--- config.mk ---
export PLATFORM = sky130hd
export DESIGN_NAME = des_cbc_ctrl
export DESIGN_NICKNAME = d
export VERILOG_FILES = /design/src/rtl/des_pkg.sv /design/src/rtl/des_cbc_chain.sv /design/src/rtl/des_cbc_ctrl.sv
export SDC_FILE = /design/constraint.sdc
export NUM_CORES = 1
export LEC_CHECK = 0
export CORE_UTILIZATION = 45
export DETAILED_ROUTE_END_ITERATION = 8
export PLACE_DENSITY = 0.78
export SETUP_SLACK_MARGIN = 0.4
export SLEW_MARGIN = 40
export SYNTH_ARGS = -nofsm -noshare
export SYNTH_HDL_FRONTEND = slang
export SYNTH_SLANG_ARGS = --single-unit
--- constraint.sdc ---
create_clock -name i_Clk -period 21.1 [get_ports i_Clk]
set_clock_uncertainty 0.2 [all_clocks]
set_input_delay 2.11 -clock i_Clk [delete_from_list [all_inputs] [get_ports i_Clk]]
set_output_delay 2.11 -clock i_Clk [all_outputs]
set_load 0.02 [all_outputs]
--- src/rtl/des_pkg.sv ---
// des_pkg: DES block width and the CBC sequencer state encoding,
// shared with the UART command FSM.
package des_pkg;

    localparam int DES_BLK_W = 64;

    localparam logic [2:0] ST_IDLE  = 3'd0;
    localparam logic [2:0] ST_LOAD  = 3'd1;
    localparam logic [2:0] ST_START = 3'd2;
    localparam logic [2:0] ST_WAIT  = 3'd3;
    localparam logic [2:0] ST_OUT   = 3'd4;
    localparam logic [2:0] ST_FIN   = 3'd5;

    typedef enum logic [2:0] {
        IDLE  = ST_IDLE,
        LOAD  = ST_LOAD,
        START = ST_START,
        WAIT  = ST_WAIT,
        OUT   = ST_OUT,
        FIN   = ST_FIN
    } state_t;

endpackage

--- src/rtl/des_cbc_chain.sv ---
// des_cbc_chain: CBC chaining value, pending ciphertext and the direction-
// dependent XOR muxes around the DES core.
module des_cbc_chain
    import des_pkg::*;
(
    input  logic                 i_Clk,
    input  logic                 i_Rst,
    input  logic                 i_fDec,
    input  logic                 i_fLoadIv,
    input  logic [DES_BLK_W-1:0] i_IV,
    input  logic                 i_fIn,
    input  logic [DES_BLK_W-1:0] i_InData,
    input  logic                 i_fCore,
    input  logic [DES_BLK_W-1:0] i_CoreData,
    output logic [DES_BLK_W-1:0] o_PreData,
    output logic [DES_BLK_W-1:0] o_PostData
);

    logic [DES_BLK_W-1:0] chain_q, chain_d;
    logic [DES_BLK_W-1:0] pend_q, pend_d;

    // Decrypt chains on the ciphertext that entered the core, hence pend.
    always_comb begin
        o_PreData  = i_fDec ? i_InData : i_InData ^ chain_q;
        o_PostData = i_fDec ? i_CoreData ^ chain_q : i_CoreData;
        chain_d    = i_fLoadIv ? i_IV : i_fCore ? (i_fDec ? pend_q : i_CoreData) : chain_q;
        pend_d     = (i_fIn && i_fDec) ? i_InData : pend_q;
    end

    always_ff @(posedge i_Clk or posedge i_Rst) begin
        if (i_Rst) begin
            chain_q <= '0;
            pend_q  <= '0;
        end else begin
            chain_q <= chain_d;
            pend_q  <= pend_d;
        end
    end

endmodule

--- src/rtl/des_cbc_ctrl.sv ---
// des_cbc_ctrl: runs a single-block DES core over a multi-block CBC message,
// with valid/ready block streams on both host sides and a core watchdog.
module des_cbc_ctrl
    import des_pkg::*;
#(
    parameter int NUM_BLK_W = 8,
    parameter int TIMEOUT   = 1023
) (
    input  logic                 i_Clk,
    input  logic                 i_Rst,
    input  logic                 i_fStart,
    input  logic                 i_fDec,
    input  logic [DES_BLK_W-1:0] i_Key,
    input  logic [DES_BLK_W-1:0] i_IV,
    input  logic [NUM_BLK_W-1:0] i_BlkCnt,
    input  logic                 i_fInValid,
    input  logic [DES_BLK_W-1:0] i_InData,
    output logic                 o_fInReady,
    output logic                 o_fOutValid,
    output logic [DES_BLK_W-1:0] o_OutData,
    input  logic                 i_fOutReady,
    output logic                 o_DES_fStart,
    output logic                 o_DES_fDec,
    output logic [DES_BLK_W-1:0] o_DES_Key,
    output logic [DES_BLK_W-1:0] o_DES_Text,
    input  logic                 i_DES_fDone,
    input  logic [DES_BLK_W-1:0] i_DES_Data,
    output logic                 o_fBusy,
    output logic                 o_fDone,
    output logic                 o_fErr
);

    localparam int WD_W = $clog2(TIMEOUT + 1);
    localparam logic [WD_W-1:0] WD_MAX  = WD_W'(TIMEOUT);
    localparam logic [WD_W-1:0] WD_LAST = WD_W'(TIMEOUT - 1);

    state_t               state_q, state_d;
    logic [DES_BLK_W-1:0] key_q, key_d, text_q, text_d, res_q, res_d;
    logic                 dec_q, dec_d, err_q, err_d;
    logic [NUM_BLK_W-1:0] cnt_q, cnt_d;
    logic [WD_W-1:0]      wd_q, wd_d;
    logic [DES_BLK_W-1:0] pre, post;
    logic                 start_ok, in_fire, core_fire, wd_exp;

    assign start_ok  = state_q == IDLE && i_fStart;
    assign in_fire   = state_q == LOAD && i_fInValid;
    assign core_fire = state_q == WAIT && i_DES_fDone;
    // wd_q + 1 is the count for the current WAIT cycle.
    assign wd_exp    = wd_q >= WD_LAST;

    des_cbc_chain u_chain (
        .i_Clk      (i_Clk),
        .i_Rst      (i_Rst),
        .i_fDec     (dec_q),
        .i_fLoadIv  (start_ok),
        .i_IV       (i_IV),
        .i_fIn      (in_fire),
        .i_InData   (i_InData),
        .i_fCore    (core_fire),
        .i_CoreData (i_DES_Data),
        .o_PreData  (pre),
        .o_PostData (post)
    );

    always_comb begin
        state_d = state_q;
        key_d   = key_q;
        dec_d   = dec_q;
        err_d   = err_q;
        cnt_d   = cnt_q;
        text_d  = in_fire ? pre : text_q;
        res_d   = core_fire ? post : res_q;
        wd_d    = state_q == START ? '0 : (state_q == WAIT && wd_q != WD_MAX) ? wd_q + 1'b1 : wd_q;
        case (state_q)
            IDLE: if (i_fStart) begin
                key_d   = i_Key;
                dec_d   = i_fDec;
                cnt_d   = i_BlkCnt;
                err_d   = i_BlkCnt == '0;
                state_d = i_BlkCnt == '0 ? FIN : LOAD;
            end
            LOAD:  state_d = i_fInValid ? START : LOAD;
            START: state_d = WAIT;
            WAIT: if (i_DES_fDone) begin
                cnt_d   = cnt_q == '0 ? cnt_q : cnt_q - 1'b1;
                state_d = OUT;
            end else if (wd_exp) begin
                err_d   = 1'b1;
                state_d = FIN;
            end
            OUT:     state_d = i_fOutReady ? (cnt_q == '0 ? FIN : LOAD) : OUT;
            FIN:     state_d = IDLE;
            default: state_d = IDLE;
        endcase
    end

    always_ff @(posedge i_Clk or posedge i_Rst) begin
        if (i_Rst) begin
            state_q <= IDLE;
            key_q   <= '0;
            dec_q   <= 1'b0;
            err_q   <= 1'b0;
            cnt_q   <= '0;
            wd_q    <= '0;
            text_q  <= '0;
            res_q   <= '0;
        end else begin
            state_q <= state_d;
            key_q   <= key_d;
            dec_q   <= dec_d;
            err_q   <= err_d;
            cnt_q   <= cnt_d;
            wd_q    <= wd_d;
            text_q  <= text_d;
            res_q   <= res_d;
        end
    end

    assign o_fInReady   = state_q == LOAD;
    assign o_fOutValid  = state_q == OUT;
    assign o_DES_fStart = state_q == START;
    assign o_fDone      = state_q == FIN;
    assign o_fBusy      = state_q != IDLE;
    assign o_OutData    = res_q;
    assign o_DES_Key    = key_q;
    assign o_DES_fDec   = dec_q;
    assign o_DES_Text   = text_q;
    assign o_fErr       = err_q;

endmodule
==> results.md <==
- EDFF count, synth: 0
- Reg2Reg Depth: 5
- Largest stage delay, worst path: 0.66 ns
- H-tree depth: 2
- Multi-input gate area: 7030 µm²
- Total vias in the final route: 13100
- Crit path max fanout: 11
- Share of layout cells above drive strength 1: 0.0979
- Met3 GRT Util: 0.0593
- Placed inst area: 21000 µm²
- Vias/cell: 5.22
- WHS: 0.275 ns
- Non-Filler Instances: 2513
- DP Cell Count: 2444
- DRT iter0 DRCs: 592
- Pin slew with the least headroom to its limit: 0.800 ns
- GRT Max-Usage Layer: met2
- Final max-slew violation count: 0
- Final core utilization: 0.636
- CP arrival: 2.50 ns
- Clock slew at reported path FFs: 0.06 ns
- Total power: 3.40 mW
- DIE HEIGHT: 191 µm
- Crit end category: primary output
- Number of global-route vias before repair: 13400
- CP Class: reg -> out
- Drt first pass iters: 5
- Row cnt: 68
- Final WS setup: 16.29 ns
- TNS Setup: 0 ns
- Post-Route WL: 47400 µm
- Critical-path top delay cell: clkdlybuf4s50_1
- Sequential fraction of the synthesis area: 0.532
- Top Family by Delay on Critical Path: buffers and inverters
- IO buf count: 469
- Power Internal: 2.09 mW
- CTS Buf Count: 37
- Fillers: 2804
- Register area: 8590 µm²
- GRT Overall Usage: 0.256
- FF+latch count, synth: 343
- Die ar.: 36600 µm²
- RSZ-0062 raised after global routing: no
- WP buf/inv: 3
- Cell count after synthesis: 1609
- CTS Buffer Depth: 3
- Reg-to-reg endpoint: u_chain.pend_q[19]
- Leakage: 9.60 nW
- Hold_buf cts: 0
- # Post-CTS Setup Buffers: 0
- Seq pwr share: 0.352
- Status: finished clean
- First-pass GRT wire length: 72800 µm
- Met1 usage: 0.309
- CP Cell Sequence: inv_1, nand3b_1, inv_1, clkdlybuf4s50_1
- Root buf cell: clkbuf_16
- Most used DFF post-synth: dfrtp_1
- Synth cell types: 51
- Most used cell, CP: inv_1
- # DRC: 0
- PwrDens: 153 nW/µm²
- Final hold violations: 0
- Comb power frac: 0.469
- GP Congestion: 0.887
- Dpl ws: 15.97 ns
- Worst Setup Start Kind: register
- Syn nets: 1884
- Netlist Area Pre-Place: 16100 µm²
- Wire per inst: 18.9 µm
- Worst hold path class: reg -> reg
- Met2 Resource Use GR: 0.440
- Post-synthesis area per instance: 10.0 µm²
- Switching part of the total power: 0.384
- Cts repair resizes: 0
- Post-route cell area: 22200 µm²
- Hold Crit Depth: 2
- Starting Density: 0.462
- Final setup viols: 0
- Hold_sp: o_DES_Key[42]
- Initial antenna violation count: 5
- I/O pins: 470
- Grt ovf: 0
- Area delta synth->final: 37.7%
- P_sw: 1.31 mW
- Final min period: 4.81 ns
- Async set-reset flop share out of synthesis: 1.00
- Worst VDD drop: 0.0905 mV
- Part of the cycle the worst path needs: 0.228
- Core area: 34900 µm²
- Max cap viols: 0
- Die width: 191 µm
- Final antenna-violating net count: 0
- Maximum clock rate: 0.208 GHz
- Clk Latency, worst-skew pair: 0.52 ns
- Clock Power Share: 0.179
- Endpoint, Worst Hold: o_DES_Key[42]
- Reg2reg start: state_q[0]
- CTS Sinks: 343
- Synth warnings: 0
- Crit path required time: 18.79 ns
- # nets final: 2304
- Worst relative slew slack: 0.467
- DP HPWL: 32400 µm
- CTS tree: done
- Reg-to-reg slack, setup: 17.71 ns
- Pin count of the biggest net entering global routing: 196
[worst min-delay path, delay by kind of cell (launching register included)]
kind / cells / cell delay [ns]
flip-flops: 1 / 0.34
AND/OR/NAND/NOR: 2 / 0.10
[power by group through the flow]
stage / registers (mW) / logic, mW / clock network (mW)
6_report: 1.20 / 1.59 / 0.609
5_1_grt: 1.23 / 1.73 / 0.649
4_1_cts: 1.19 / 1.61 / 0.623
3_5_place_dp: 1.20 / 1.60 / 0
3_3_place_gp: 1.18 / 1.56 / 0
2_1_floorplan: 1.35 / 0.817 / 0
[how the worst max path moves through the flow]
stage                    start            endpoint  slack, ns  depth (start not counted)
detailed placement  i_fInValid  u_chain.pend_q[33]      15.97                          5
finish              state_q[0]        o_DES_fStart      16.29                          4
floorplan                i_Rst            cnt_q[0]       9.28                          1
CTS                 state_q[0]        o_DES_fStart      16.29                          4
global placement         i_Rst       o_DES_Key[55]      15.68                          4
global route        state_q[0]        o_DES_fStart      16.17                          4
[cells in the mapped netlist, types with 10 or more instances]
master / count / share of area
nor2b_1: 64 / 0.025
dfrtp_1: 343 / 0.53
buf_2: 43 / 0.013
xor2_1: 65 / 0.035
nor3_1: 10 / 0.0031
clkbuf_1: 38 / 0.0088
xnor2_1: 64 / 0.035
nor2_1: 202 / 0.047
o21ai_0: 68 / 0.021
nand2_1: 338 / 0.079
o22ai_1: 66 / 0.026
a21oi_1: 74 / 0.023
mux2_4: 60 / 0.056
mux2_2: 68 / 0.047
[final cells by class]
| type | instances | share of cell area |
|---|---|---|
| Sequential cell | 343 | 0.387 |
| Multi-Input combinational cell | 1157 | 0.317 |
| Timing Repair Buffer | 481 | 0.218 |
| Clock buffer | 57 | 0.0483 |
| Tap cell | 455 | 0.0257 |
| Inverter | 9 | 0.00209 |
| Clock inverter | 6 | 0.00197 |
| Antenna cell | 5 | 0.000564 |
[logic make-up after synthesis]
| kind of cell | after synthesis | synth area share |
|---|---|---|
| xor gates and xnor gates | 129 | 0.0701 |
| adders and majority gates | 4 | 0.00310 |
| AOI/OAI and AO/OA | 239 | 0.0845 |
| buffers and inverters | 109 | 0.0331 |
| muxes | 130 | 0.105 |
| DFF | 343 | 0.532 |
| and+or+nand+nor | 655 | 0.172 |
[cells in the final DEF, fill, tap and decap left out, types with 5 or more instances in the layout]
| master | count |
|---|---|
| nor2_1 | 202 |
| buf_6 | 5 |
| nor3_1 | 10 |
| clkbuf_1 | 14 |
| inv_1 | 8 |
| mux2_2 | 68 |
| nand3_1 | 8 |
| nor2b_1 | 64 |
| mux2_4 | 60 |
| dfrtp_1 | 342 |
| o22ai_1 | 66 |
| nand2_1 | 338 |
| o21ai_0 | 68 |
| xnor2_1 | 64 |
| buf_4 | 5 |
| clkbuf_8 | 5 |
| a21oi_1 | 74 |
| xor2_1 | 65 |
| diode_2 | 5 |
| clkdlybuf4s50_1 | 469 |
| clkbuf_16 | 38 |
| o21ai_1 | 9 |
| o211ai_1 | 5 |
[per-layer routing]
| layer | vias to the layer above | wire length [µm] | part of all wire |
|---|---|---|---|
| met5 | - | 13 | 0.00027 |
| met4 | 2 | 1770 | 0.037 |
| met3 | 105 | 3690 | 0.078 |
| met2 | 473 | 23200 | 0.49 |
| met1 | 6360 | 18700 | 0.39 |
| li1 | 6171 | - | - |
[sequential cells by signal, summed over array words and instances (netlist names), 3 cells and up]
signal / count
o_DES_Key: 64
o_DES_Text: 64
o_OutData: 64
u_chain.chain_q: 64
u_chain.pend_q: 64
wd_q: 10
cnt_q: 8
state_q: 3
(Power assumes the default switching activity.)
